**src/rtl/reg_writeback_unit.sv**
```systemverilog
// Register file write-back merge: ALU path, FIFO-buffered long path, pending scoreboard.
// Optional build macro WB_BYPASS_EN lets a long-path result skip an empty FIFO.
module reg_writeback_unit #(
    parameter int unsigned XLEN  = 32,
    parameter int unsigned DEPTH = 4
) (
    input  logic                     clk,
    input  logic                     rst_n,
    input  logic                     alu_valid,
    input  logic [4:0]               alu_rd,
    input  logic [XLEN-1:0]          alu_data,
    input  logic                     lsu_valid,
    output logic                     lsu_ready,
    input  logic [4:0]               lsu_rd,
    input  logic [XLEN-1:0]          lsu_data,
    input  logic                     issue_valid,
    input  logic [4:0]               issue_rd,
    output logic                     rf_we,
    output logic [4:0]               rf_waddr,
    output logic [XLEN-1:0]          rf_wdata,
    output logic [31:0]              pending,
    output logic [$clog2(DEPTH):0]   fifo_count,
    output logic                     wb_err
);

    localparam int unsigned AW = $clog2(DEPTH);
    localparam int unsigned CW = $clog2(DEPTH) + 1;

    typedef struct packed {
        logic [4:0]      rd;
        logic [XLEN-1:0] data;
    } wb_entry_t;

    wb_entry_t       mem [DEPTH];
    logic [AW-1:0]   wr_ptr, rd_ptr, wr_ptr_nxt, rd_ptr_nxt;
    logic [CW-1:0]   count_nxt;
    logic            alu_sel, handshake, pop, push, bypass;
    logic            we_nxt, ready_nxt, err_nxt;
    logic [4:0]      addr_nxt;
    logic [XLEN-1:0] data_nxt;
    logic [31:0]     pending_nxt;

    // Write-port selection, FIFO bookkeeping and scoreboard update
    always_comb begin
        alu_sel     = alu_valid && (alu_rd != 5'd0);
        handshake   = lsu_valid && lsu_ready;
        pop         = !alu_sel && (fifo_count != '0);
        bypass      = 1'b0;
`ifdef WB_BYPASS_EN
        bypass      = !alu_sel && (fifo_count == '0) && handshake && (lsu_rd != 5'd0);
`endif
        // rd=0 long-path results are consumed at the handshake and never stored
        push        = handshake && (lsu_rd != 5'd0) && !bypass;
        we_nxt      = alu_sel || pop || bypass;
        addr_nxt    = rf_waddr;
        data_nxt    = rf_wdata;
        if (alu_sel) begin
            addr_nxt = alu_rd;
            data_nxt = alu_data;
        end else if (pop) begin
            addr_nxt = mem[rd_ptr].rd;
            data_nxt = mem[rd_ptr].data;
        end else if (bypass) begin
            addr_nxt = lsu_rd;
            data_nxt = lsu_data;
        end

        wr_ptr_nxt  = push ? wr_ptr + AW'(1) : wr_ptr;
        rd_ptr_nxt  = pop  ? rd_ptr + AW'(1) : rd_ptr;
        count_nxt   = fifo_count + CW'(push) - CW'(pop);
        ready_nxt   = count_nxt < CW'(DEPTH);

        // Error check uses the scoreboard as it stood before this edge's set
        err_nxt     = wb_err || (we_nxt && (addr_nxt != 5'd0) && !pending[addr_nxt]);

        pending_nxt = pending;
        if (we_nxt) begin
            pending_nxt[addr_nxt] = 1'b0;
        end
        if (issue_valid && (issue_rd != 5'd0)) begin
            pending_nxt[issue_rd] = 1'b1;
        end
        pending_nxt[0] = 1'b0;
    end

    // Control and output registers
    always_ff @(posedge clk or negedge rst_n) begin
        if (!rst_n) begin
            rf_we      <= 1'b0;
            rf_waddr   <= 5'd0;
            rf_wdata   <= '0;
            pending    <= '0;
            fifo_count <= '0;
            wb_err     <= 1'b0;
            lsu_ready  <= 1'b1;
            wr_ptr     <= '0;
            rd_ptr     <= '0;
        end else begin
            rf_we      <= we_nxt;
            rf_waddr   <= addr_nxt;
            rf_wdata   <= data_nxt;
            pending    <= pending_nxt;
            fifo_count <= count_nxt;
            wb_err     <= err_nxt;
            lsu_ready  <= ready_nxt;
            wr_ptr     <= wr_ptr_nxt;
            rd_ptr     <= rd_ptr_nxt;
        end
    end

    // FIFO storage; reset only clears pointers
    always_ff @(posedge clk) begin
        if (push) begin
            mem[wr_ptr] <= '{rd: lsu_rd, data: lsu_data};
        end
    end

endmodule

```
**config.mk**
```make
export PLATFORM = sky130hd
export DESIGN_NAME = reg_writeback_unit
export DESIGN_NICKNAME = d
export VERILOG_FILES = /design/src/rtl/reg_writeback_unit.sv
export SDC_FILE = /design/constraint.sdc
export NUM_CORES = 1
export LEC_CHECK = 0
export ABC_AREA = 1
export CORE_ASPECT_RATIO = 1.1
export CORE_MARGIN = 1.5
export CORE_UTILIZATION = 50
export CTS_CLUSTER_DIAMETER = 200
export DETAILED_ROUTE_END_ITERATION = 8
export PLACE_DENSITY = 0.78
export SYNTH_ARGS = -nofsm -noshare
export SYNTH_HDL_FRONTEND = slang
export SYNTH_SLANG_ARGS = --single-unit
```
**constraint.sdc**
```tcl
create_clock -name clk -period 8.89 [get_ports clk]
set_input_delay 0.889 -clock clk [delete_from_list [all_inputs] [get_ports clk]]
set_output_delay 0.889 -clock clk [all_outputs]
set_load 0.03 [all_outputs]
```
* After elaboration in Yosys (flattened, before gate mapping)
Memory sizes are Yosys's and may differ from the RTL's. Cells that the tools add are included. Widths: inputs -> output; s select.
Word-level totals: bits in registers 78, bits in writable memories 148, input bits 84, output and inout bits 75, word-level logic and storage cells 55, memories 1
Cells by class: add/sub/neg operators 4, magnitude comparators 5, multiplexer cells 14, bitwise gates (word level) 3, reduce and logical (&&, ||, !) cells 19
Memories:
- mem | words 4, bits a word 37, rd ports 1, clocked after memory_dff 0, wr ports 1, RTL line 34 | wb_entry_t mem [DEPTH];
Operators with widths (count):
- $mux 32 | 4
- $and 32x32->32 | 1
- $not 32->32 | 1
- $or 32x32->32 | 1
- $reduce_bool 5->1 | 4
- $lt 5x6->1 const B | 2
- $demux 1 s5 | 2
- $ge 5x1->1 const B | 2
- $mux 5 | 2
- $logic_and 1x1->1 | 9
- $bmux 1 s5 | 1
- $mux 1 | 5
- $add 2x1->2 const B | 2
- $add 3x1->3 | 1
- $lt 3x3->1 const B | 1
- $reduce_bool 3->1 | 1
- $sub 3x1->3 | 1
- $logic_not 1->1 | 2
- $logic_or 1x1->1 | 2
- $reduce_bool 2->1 | 1

* Depth between registers and ports, before layout
Gate-level depths: netlist (run 1).
depth after elaboration 15, gate-level depth with buffers 16, depth with buffers taken out 16

* Least setup slack after synthesis (run 1)
OpenSTA, ideal clock, no wires.
kind input port to flip-flop, from in alu_rd[4], to reg fifo_count[2], library setup time 122 ps, arrival 3152 ps, data required time 8768 ps, slack 5617 ps, stages 15, buffers on the path 3, cell sequence inv_1 > nand3_1 > nand2_2 > buf_4 > nand2_1 > buf_2 > clkinv_1 > clkbuf_1 > ha_1 > inv_1 > ha_1 > fa_1 > xor2_1 > xor2_1 > inv_1
On the way: cells in the longest elaborated chain, start to end 5
RTL lines:
- start: declaration | RTL line 10 | input logic [4:0] alu_rd,
- $reduce_bool 5->1 | RTL line 45 | alu_sel = alu_valid && (alu_rd != 5'd0);
- $logic_and 1x1->1 | RTL line 45
- $logic_not 1->1 | RTL line 47 | pop = !alu_sel && (fifo_count != '0);
- $logic_and 1x1->1 | RTL line 47
- $sub 3x1->3 | RTL line 70 | count_nxt = fifo_count + CW'(push) - CW'(pop);
- named net count_nxt[2] | RTL line 36 | logic [CW-1:0] count_nxt;
- end signal: assignment | RTL line 103 | fifo_count <= count_nxt;
- end: declaration | RTL line 22 | output logic [$clog2(DEPTH):0] fifo_count,
The timed path passes the listed nets, and every way through them passes these cells. A chain may end at the register's enable or synchronous reset.

* Worst setup path after layout (run 1)
from in alu_rd[3], to reg fifo_count[2]
Same word-level chain as after synthesis.

==> summary.md, run 1 <==
| Metric | Value |
|---|---|
| Core area | approximately 18000 um^2 |
| Min Tclk post-route | 3.54 ns |
| Postcts setup bufs | 0 |
| Ys async rst share | between 30% and 40% |
| Placed Instances | 1225 |
| Vias in the first global route | between 6000 and 7000 |
| Clock Pin Slew Worst Setup and Hold Paths | around 0.06 ns |
| Hold WC Path Type | reg2reg |
| Die width | between 100 and 150 um |
| Syn Area/Cell | around 11 um^2 |
| Bufs on Longest Clock Path | 3 |
| H-tree levels | 1 |
| CTS tree | yes |
| Total number of vias | roughly 7000 |
| Final Wtd Congestion | 0.900 |
| Post-route setup TNS | 0 ns |
| Slowest library cell on the worst path | clkdlybuf4s50_1 |
| Synth Register Bits | about 230 |
| Final cycle utilization of the critical path | roughly two fifths |
| Initial Utilization | about half |
| RSZ-0062 raised after global routing | no |
| Largest net degree at the start of global routing | between 70 and 80 |
| Final instance area | roughly 12000 um^2 |
| Leakage | 4.65 nW |
| Status | finished clean |
| Port Buffers | around 160 |
| Remaining antenna violation count | 0 |
| Total power | 4.22 mW |
| Worst-path cell chain | clkdlybuf4s50_1 -> nor2_1 -> nand3_1 -> nand2_2 -> nand2_1 -> clkinv_1 -> buf_4 -> ha_1 -> inv_1 -> ha_1 -> fa_1 -> xor2_1 -> xor2_1 -> inv_1 |
| CP bufs+invs | 5 |
| Max VDD drop | ~200 uV |
| Layout Nets | 1098 |
| Finished Layout Cells | 1268 |
| Die Ht | 146 um |
| Distinct cells, synth | 32 |
| CTS Buf Count | 23 |
| Cell Area, Synth | 9340 um^2 |
| Arrival time at the worst endpoint | around 3.9 ns |
| DRC | 0 |
| First-pass GRT wire length | 35100 um |
| EDFF count, synth | 148 |
| Kind of cell adding the most delay to the critical path | buffers and inverters |
| Initial antenna violation count | 3 |
| Least-Margin Pin Slew | 1.04 ns |
| Yosys Warn Count | 0 |
| Crit path kind | in2reg |
| Most frequent cells after synthesis | 218 x nand2_1, 148 x edfxtp_1, 109 x o21ai_0 |
| Post-synth top area share | 47.6% |
| Cell taking the most area after synthesis | edfxtp_1 |
| CTS sink cnt | 226 |
| Global route overflow | 0 |
| Fin Hold WS | ~0.49 ns |
| Post-synthesis net count | 945 |
| Cell count after synthesis | about 850 |
| Synth top area cells | edfxtp_1 48%, dfrtp_1 21%, nand2_1 8.8%, o21ai_0 5.8%, nand3_1 3.5% |
| Relative slew slack | 30.6% |
| Drt via density | 5.55 |
| Total die area | a little under 20000 um^2 |
| Max Freq | 283 MHz |
| Req. time, crit path | 9.27 ns |
| Core Rows | 52 |
| Max Cap Violations | 0 |
| WL final | 22200 um |
| Layout cell share with drive strength beyond 1 | 7.03% |
| Layout Area Growth over Synthesis | 28.4% |
| Clock Skew | 0.0177 ns |
| Slew Limit Fails | 0 |
| Seq/Total Area, Yosys | 68.5% |
| DRT iter0 DRCs | 490 |
| Area after DPL | 11100 um^2 |
| Setup violators final | 0 |
| Routed len/inst | 17.5 um |
| Skew-Pair Late Insertion Delay | around 0.50 ns |
| Power per standard cell area | 352 nW/um^2 |
| Post-CTS Resized | 0 |
| CP max FO | 26 |
| Clock root cell | clkbuf_16 |
| Initial DRT Pass Iterations | 4 |
| Critical Path Source Type | input port |
| Filler cells | 1395 |
| Most frequent cell after synthesis | nand2_1 |
| Total GRT Usage | 22.7% |
| Crit-path max cell delay | 0.53 ns |
| Crit end category | flop |
| Main synth FF type | edfxtp_1 |
| Detail Placement HPWL | 13800 um |
| Final Hold Viols | 0 |
| # hold bufs at CTS | 0 |
| IO Pins | 159 |
report_power, final:
part | switching, mW | internal, mW | total, mW
combinational | 1.04 | 0.556 | 1.60
sequential | 0.158 | 1.39 | 1.55
clock | 0.388 | 0.683 | 1.07
total | 1.59 | 2.63 | 4.22
through the flow:
step | setup WS [ns] | util (%)
6_report | 5.35 | 65.4
4_1_cts | 5.38 | 65.4
2_1_floorplan | 5.62 | -
5_1_grt | 5.15 | 65.4
3_3_place_gp | 4.89 | 60.7
3_5_place_dp | 4.85 | 60.7
worst register-to-register path, delay by kind of cell (launching register included):
family	cells	cell delay, ns
simple gates	5	1.45
flops	1	0.32
buf+inv	3	0.88
compound gates	2	0.47
final timing paths:
path                                  to  cells past startpoint  slack, ns       from
min in group asynchronous     pending[8]                      1       0.58      rst_n
max in group asynchronous      rd_ptr[0]                      1       7.59      rst_n
min                               wb_err                      2       0.49     wb_err
max reg2reg                  pending[24]                     10       5.64  rd_ptr[1]
max                        fifo_count[2]                     14       5.35  alu_rd[3]
min reg2reg                       wb_err                      2       0.49     wb_err
cell type report:
class | instances | area [um^2] | share of cell area [%]
Sequential cell | 226 | 6400 | 53.3
Multi-Input combinational cell | 551 | 2650 | 22.1
Timing Repair Buffer | 166 | 1640 | 13.6
Clock buffer | 29 | 638 | 5.32
Tap cell | 243 | 304 | 2.53
Clock inverter | 13 | 223 | 1.86
Inverter | 39 | 146 | 1.22
Antenna cell | 1 | 2.50 | 0.0209
layout by cell type, fill, tap and decap left out, drive strengths merged:
cell / n
a21oi: 18
buf: 10
bufinv: 6
clkbuf: 29
clkdlybuf4s50: 156
clkinv: 6
clkinvlp: 1
conb: 1
dfrtp: 77
dfstp: 1
diode: 1
edfxtp: 148
fa: 1
ha: 6
inv: 39
nand2: 220
nand3: 70
nand3b: 4
nand4: 8
nor2: 74
nor3: 1
o21ai: 110
o22ai: 24
o311ai: 9
or3: 1
xor2: 4
layer usage:
metal / part of all wire (%) / vias to the layer above / GRT usage, % / routed length [um]
li1: - / 3280 / - / -
met1: 40 / 3378 / 28.6 / 8780
met2: 49 / 332 / 38.0 / 10800
met3: 8.9 / 51 / 5.28 / 1980
met4: 2.6 / 2 / 9.08 / 586
met5: 0.059 / - / 0 / 13
registers in the layout, summed over array words and instances, names as in the netlist:
name	flops
fifo_count	3
lsu_ready	1
mem	148
pending	31
rd_ptr	2
rf_waddr	5
rf_wdata	32
rf_we	1
wb_err	1
wr_ptr	2
logic make-up (layout without fill, tap and decap cells):
kind of cell / Yosys count / in the layout / synth area share (%)
AND/OR/NAND/NOR: 378 / 378 / 17.2
XOR/XNOR: 4 / 4 / 0.375
adder cells (fa/ha/maj): 7 / 7 / 1.02
other: 1 / 2 / 0.0401
flip-flops: 226 / 226 / 68.5
AO/OA/AOI/OAI: 161 / 161 / 9.39
buffers and inverters: 77 / 247 / 3.52
Note: power is estimated with default switching activity, not from simulation.
==> inputs of run 2 (changes only) <==
clock period = 3.57 ns   (was 8.89 ns; I/O delays follow)
==> summary.md, run 2 (synthesis gave the netlist of run 1 again) <==
| Metric | Value |
|---|---|
| Power per standard cell area | 862 nW/um^2 (was 352 nW/um^2) |
| Max Freq | roughly 350 MHz |
| Relative slew slack | 31.4% (was 30.6%) |
| CP max FO | 14 (was 26) |
| Global route overflow | 0 (unchanged) |
| Initial antenna violation count | 1 (was 3) |
| Layout cell share with drive strength beyond 1 | 7.58% (was 7.03%) |
| Max VDD drop | 610 uV (was 198 uV) |
| Skew-Pair Late Insertion Delay | 0.50 ns (about the same) |
| RSZ-0062 raised after global routing | no (unchanged) |
| Req. time, crit path | 3.93 ns (was 9.27 ns) |
| Layout Nets | 1104 (was 1098) |
| Least-Margin Pin Slew | 1.03 ns (was 1.04 ns) |
| Crit end category | flop (unchanged) |
| Total GRT Usage | 22.8% (was 22.7%) |
| Final Hold Viols | 0 (unchanged) |
| Status | finished clean (unchanged) |
| H-tree levels | 1 (unchanged) |
| Most flops, register | mem (unchanged) |
| Commonest non-fill, non-tap cell in the layout | nand2_1 (unchanged) |
| Final Wtd Congestion | 0.955 (was 0.900) |
| N_diodes | 0 (was 1) |
| Max Cap Violations | 0 (unchanged) |
| Min Tclk post-route | 2.85 ns |
| Combinational share of power | 38.9% (was 37.9%) |
| Critical Path Source Type | flop (was input port) |
| Arrival time at the worst endpoint | 3.21 ns (was 3.92 ns) |
| Vias in the first global route | 6908 (was 6857) |
| CTS sink cnt | 226 (unchanged) |
| Worst Slack Setup Final | 0.724 ns (was 5.35 ns) |
| Leakage | 4.65 nW (about the same) |
| Core area | 18300 um^2 (unchanged) |
| Clock share of power | 23.9% (was 25.4%) |
| Die width | 133 um (unchanged) |
| Port Buffers | 157 (unchanged) |
| Hold WC Path Type | in2async (was reg2reg) |
| CTS tree | yes (unchanged) |
| Detail Placement HPWL | 14000 um (was 13800 um) |
| Initial Utilization | 50.9% (unchanged) |
| Post-CTS Resized | 0 (unchanged) |
| Finished Layout Cells | 1272 (was 1268) |
| Drt via density | 5.51 (was 5.55) |
| Number of flip-flops under the largest register name | 148 (unchanged) |
| Routed len/inst | 17.3 um (was 17.5 um) |
| # hold bufs at CTS | 0 (unchanged) |
| CTS Buf Count | 22 (was 23) |
| Clock Pin Slew Worst Setup and Hold Paths | 0.06 ns (about the same) |
| FF-to-FF setup slack | 0.72 ns (was 5.64 ns) |
| Slew Limit Fails | 0 (unchanged) |
| Core Rows | 52 (unchanged) |
| IO Pins | 159 (unchanged) |
| Final core occ | 65.3% (was 65.4%) |
| Die Ht | 146 um (unchanged) |
| Internal | 6.38 mW (was 2.63 mW) |
| Filler cells | 1405 (was 1395) |
| Biggest regs | mem x148, rf_wdata x32, pending x31 (unchanged) |
| Crit path kind | reg2reg (was in2reg) |
| Total number of vias | 7015 (was 7043) |
| Switching Fraction | 38.2% (was 37.7%) |
| Sequential power share | 37.3% (was 36.7%) |
| Psw | 3.95 mW (was 1.59 mW) |
| Clock Skew | 0.00962 ns (was 0.0177 ns) |
| Largest net degree at the start of global routing | 79 (unchanged) |
| Placed Instances | 1232 (was 1225) |
| Postcts setup bufs | 0 (unchanged) |
| Remaining antenna violation count | 0 (unchanged) |
| Final instance area | 12000 um^2 (about the same) |
| Clock root cell | clkbuf_16 (unchanged) |
| Initial DRT Pass Iterations | 5 (was 4) |
| Area after DPL | 11200 um^2 (was 11100 um^2) |
| Total die area | 19500 um^2 (unchanged) |
| DRT iter0 DRCs | 646 (was 490) |
| WL final | 22000 um (was 22200 um) |
| Layout Area Growth over Synthesis | 28.3% (was 28.4%) |
| Post-route setup TNS | 0 ns (unchanged) |
| First-pass GRT wire length | 35100 um (about the same) |
| DRC | 0 (unchanged) |
| Bufs on Longest Clock Path | 3 (unchanged) |
| Post-Place Setup Slack | 0.475 ns (was 4.85 ns) |
| Setup violators final | 0 (unchanged) |
| Most frequent cells in the layout | 218 x nand2_1, 156 x clkdlybuf4s50_1, 148 x edfxtp_1, 109 x o21ai_0, 76 x dfrtp_1 (unchanged) |
| Final cycle utilization of the critical path | between 70% and 80% |
-- run 2: final cells by class --
type,instances,area [um^2],area share [%]
Clock buffer,28,646,5.39
Tap cell,243,304,2.54
Clock inverter,12,145,1.21
Timing Repair Buffer,173,1700,14.2
Inverter,39,146,1.22
Sequential cell,226,6400,53.4
Multi-Input combinational cell,551,2650,22.1
-- run 2: power groups by stage --
stage	clock, mW	combinational (mW)	sequential (mW)
floorplan	0	1.75	4.56
global placement	0	3.92	3.88
detailed placement	0	4.00	3.88
CTS	2.50	4.03	3.84
global route	2.60	4.39	3.92
finish	2.46	4.01	3.85
-- run 2: metrics by stage --
stage | power (mW) | hold slack (ns)
floorplan | 6.31 | 0.0614
global placement | 7.80 | 0.484
detailed placement | 7.88 | 0.464
CTS | 10.4 | 0.0742
global route | 10.9 | 0.131
finish | 10.3 | 0.0385
-- run 2: per-layer routing --
layer | vias up | part of all wire [%] | GRT usage (%) | wire (um)
met4 | 2 | 2.3 | 7.61 | 507
met2 | 332 | 48 | 37.6 | 10600
met1 | 3349 | 40 | 30.8 | 8750
li1 | 3286 | - | - | -
met5 | - | 0.059 | 0 | 13
met3 | 46 | 9.4 | 4.20 | 2070
-- run 2: final timing paths --
path / from / end / depth (start not counted)
hold reg to reg: wb_err / wb_err / 2
setup / recovery: rd_ptr[1] / pending[16] / 9
hold / removal: rst_n / pending[6] / 1
max in group asynchronous: rst_n / rd_ptr[0] / 1
min in group clk: alu_data[16] / rf_wdata[16] / 3
setup reg to reg: rd_ptr[1] / pending[16] / 9
-- run 2: worst max-delay path, stage by stage (launching register included) --
cell and delay, ns:
dfrtp_1 0.67, inv_2 0.25, nand3_1 0.14, nand2_1 0.06
nand3_1 0.09, inv_1 0.05, nor2_1 0.59, nand3_1 0.47
o21ai_0 0.28, o21ai_0 0.11
==> inputs of run 3 (changes only) <==
clock period = 2.9 ns   (was 3.57 ns; I/O delays follow)
==> summary.md, run 3 (synthesis gave the netlist of run 1 again) <==
| Metric | Value |
|---|---|
| Least-Margin Pin Slew | 0.982 ns (was 1.03 ns) |
| Layout cell share with drive strength beyond 1 | 8.03% (was 7.58%) |
| Crit path kind | reg2reg (unchanged) |
| Die Ht | 146 um (unchanged) |
| Area after DPL | 11200 um^2 (about the same) |
| Clock Pin Slew Worst Setup and Hold Paths | 0.07 ns (was 0.06 ns) |
| Total GRT Usage | 23.1% (was 22.8%) |
| Layout Area Growth over Synthesis | 28.5% (was 28.3%) |
| Vias in the first global route | 6940 (was 6908) |
| Relative slew slack | 34.4% (was 31.4%) |
| Post-CTS Resized | 0 (unchanged) |
| Max Cap Violations | 0 (unchanged) |
| Remaining antenna violation count | 0 (unchanged) |
| # hold bufs at CTS | 1 (was 0) |
| Worst-path cell chain | nor3_4 -> inv_2 -> nand2_1 -> clkinv_1 -> ha_1 -> inv_1 -> ha_1 -> fa_1 -> xor2_1 -> xor2_1 -> inv_1 (was inv_2 -> nand3_1 -> nand2_1 -> nand3_1 -> inv_1 -> nor2_1 -> nand3_1 -> o21ai_0 -> o21ai_0) |
| Port Buffers | 157 (unchanged) |
| Hold WC Path Type | in2reg (was in2async) |
| Kind of cell adding the most delay to the critical path | adder cells (was simple AND/OR/NAND/NOR gates) |
| Skew-Pair Late Insertion Delay | 0.50 ns (about the same) |
| Critical Path Source Type | flop (unchanged) |
| Post-route setup TNS | 0 ns (unchanged) |
| Layout Nets | 1109 (was 1104) |
| Power per standard cell area | 1050 nW/um^2 (was 862 nW/um^2) |
| CTS sink cnt | 226 (unchanged) |
| Most frequent cells in the layout | 218 x nand2_1, 156 x clkdlybuf4s50_1, 148 x edfxtp_1, 109 x o21ai_0, 73 x dfrtp_1 (was 218 x nand2_1, 156 x clkdlybuf4s50_1, 148 x edfxtp_1, 109 x o21ai_0, 76 x dfrtp_1) |
| Global route overflow | 0 (unchanged) |
| Biggest regs | mem x148, rf_wdata x32, pending x31 (unchanged) |
| WL final | 22200 um (was 22000 um) |
| IO Pins | 159 (unchanged) |
| Commonest non-fill, non-tap cell in the layout | nand2_1 (unchanged) |
| Status | finished clean (unchanged) |
| Psw | 4.86 mW (was 3.95 mW) |
| Initial Utilization | 50.9% (unchanged) |
| Postcts setup bufs | 0 (unchanged) |
| Slew Limit Fails | 0 (unchanged) |
| Final Hold Viols | 0 (unchanged) |
| Final instance area | 12000 um^2 (about the same) |
| CP max FO | 7 (was 14) |
| RSZ-0062 raised after global routing | no (unchanged) |
| Combinational share of power | 38.9% (about the same) |
| Min Tclk post-route | 2.56 ns (was 2.85 ns) |
| Switching Fraction | 38.4% (was 38.2%) |
| Sequential power share | 37.6% (was 37.3%) |
| Leakage | 4.66 nW (was 4.65 nW) |
| Largest net degree at the start of global routing | 70 (was 79) |
| Max VDD drop | 617 uV (was 610 uV) |
| Internal | 7.80 mW (was 6.38 mW) |
| Final cycle utilization of the critical path | 88.4% (was 79.7%) |
| Max Freq | 390 MHz (was 351 MHz) |
| Initial DRT Pass Iterations | 5 (unchanged) |
| DRT iter0 DRCs | 502 (was 646) |
| CTS Buf Count | 22 (unchanged) |
| Detail Placement HPWL | 14200 um (was 14000 um) |
| Initial antenna violation count | 3 (was 1) |
| Core Rows | 52 (unchanged) |
| Req. time, crit path | 3.29 ns (was 3.93 ns) |
| Arrival time at the worst endpoint | 2.95 ns (was 3.21 ns) |
| Crit end category | flop (unchanged) |
| Core area | 18300 um^2 (unchanged) |
| First-pass GRT wire length | 35500 um (was 35100 um) |
| Final Wtd Congestion | 0.920 (was 0.955) |
| Setup violators final | 0 (unchanged) |
| Total number of vias | 7025 (was 7015) |
| Bufs on Longest Clock Path | 3 (unchanged) |
| Clock share of power | 23.4% (was 23.9%) |
| DRC | 0 (unchanged) |
| Drt via density | 5.50 (was 5.51) |
| Routed len/inst | 17.4 um (was 17.3 um) |
| CP bufs+invs | 4 (was 2) |
| Total die area | 19500 um^2 (unchanged) |
| Clock root cell | clkbuf_16 (unchanged) |
| H-tree levels | 1 (unchanged) |
| Clock Skew | 0.0106 ns (was 0.00962 ns) |
| Crit-path max cell delay | 0.44 ns (was 0.67 ns) |
| Most flops, register | mem (unchanged) |
| CTS tree | yes (unchanged) |
| Number of flip-flops under the largest register name | 148 (unchanged) |
| Die width | 133 um (unchanged) |
| Slowest library cell on the worst path | dfrtp_2 (was dfrtp_1) |
[run 3: stage by stage]
step / total power [mW] / hold WS, ns / cells / utilization, % / worst slack (ns)
detailed placement: 9.73 / 0.473 / 1236 / 61.2 / 0.108
global route: 13.4 / 0.366 / 1276 / 65.4 / 0.138
floorplan: 7.77 / -0.00559 / 854 / - / 0.0215
global placement: 9.63 / 0.476 / 1236 / 61.2 / 0.127
finish: 12.7 / 0.351 / 1277 / 65.4 / 0.335
CTS: 12.7 / 0.342 / 1276 / 65.4 / 0.336
[run 3: path summary, 6_finish.rpt]
path,cells past startpoint,slack (ns),end,startpoint
hold / removal,3,0.35,rf_wdata[15],alu_data[15]
setup / recovery,11,0.34,fifo_count[2],fifo_count[2]
min in group asynchronous,2,0.48,rf_wdata[0],rst_n
max in group asynchronous,3,1.76,pending[7],rst_n
setup reg to reg,11,0.34,fifo_count[2],fifo_count[2]
hold reg to reg,2,0.48,wb_err,wb_err
[run 3: area by class of cell]
type                            count  area (um^2)
Clock inverter                     11          145
Antenna cell                        1         2.50
Tap cell                          243          304
Multi-Input combinational cell    551         2650
Fill cell                        1408         6340
Sequential cell                   226         6400
Inverter                           39          146
Clock buffer                       28          614
Timing Repair Buffer              178         1740
[run 3: metal layers]
layer / GRT usage, % / wire (um) / part of all wire, %
met3: 5.42 / 2060 / 9.3
met2: 39.0 / 10900 / 49
met4: 8.70 / 604 / 2.7
met1: 29.2 / 8640 / 39
met5: 0 / 13 / 0.058
[run 3: worst reg2reg max path, cell delays in order (launching register included)]
cell and delay [ns]:
dfrtp_2 0.44, nor3_4 0.38, inv_2 0.13, nand2_1 0.11, clkinv_1 0.10, ha_1 0.29
inv_1 0.04, ha_1 0.18, fa_1 0.37, xor2_1 0.16, xor2_1 0.21, inv_1 0.05
[run 3: power by group through the flow]
stage	registers, mW	clock network [mW]	logic [mW]
6_report	4.76	2.96	4.93
2_1_floorplan	5.62	0	2.15
3_5_place_dp	4.80	0	4.92
3_3_place_gp	4.80	0	4.84
5_1_grt	4.85	3.13	5.38
4_1_cts	4.75	3.00	4.94
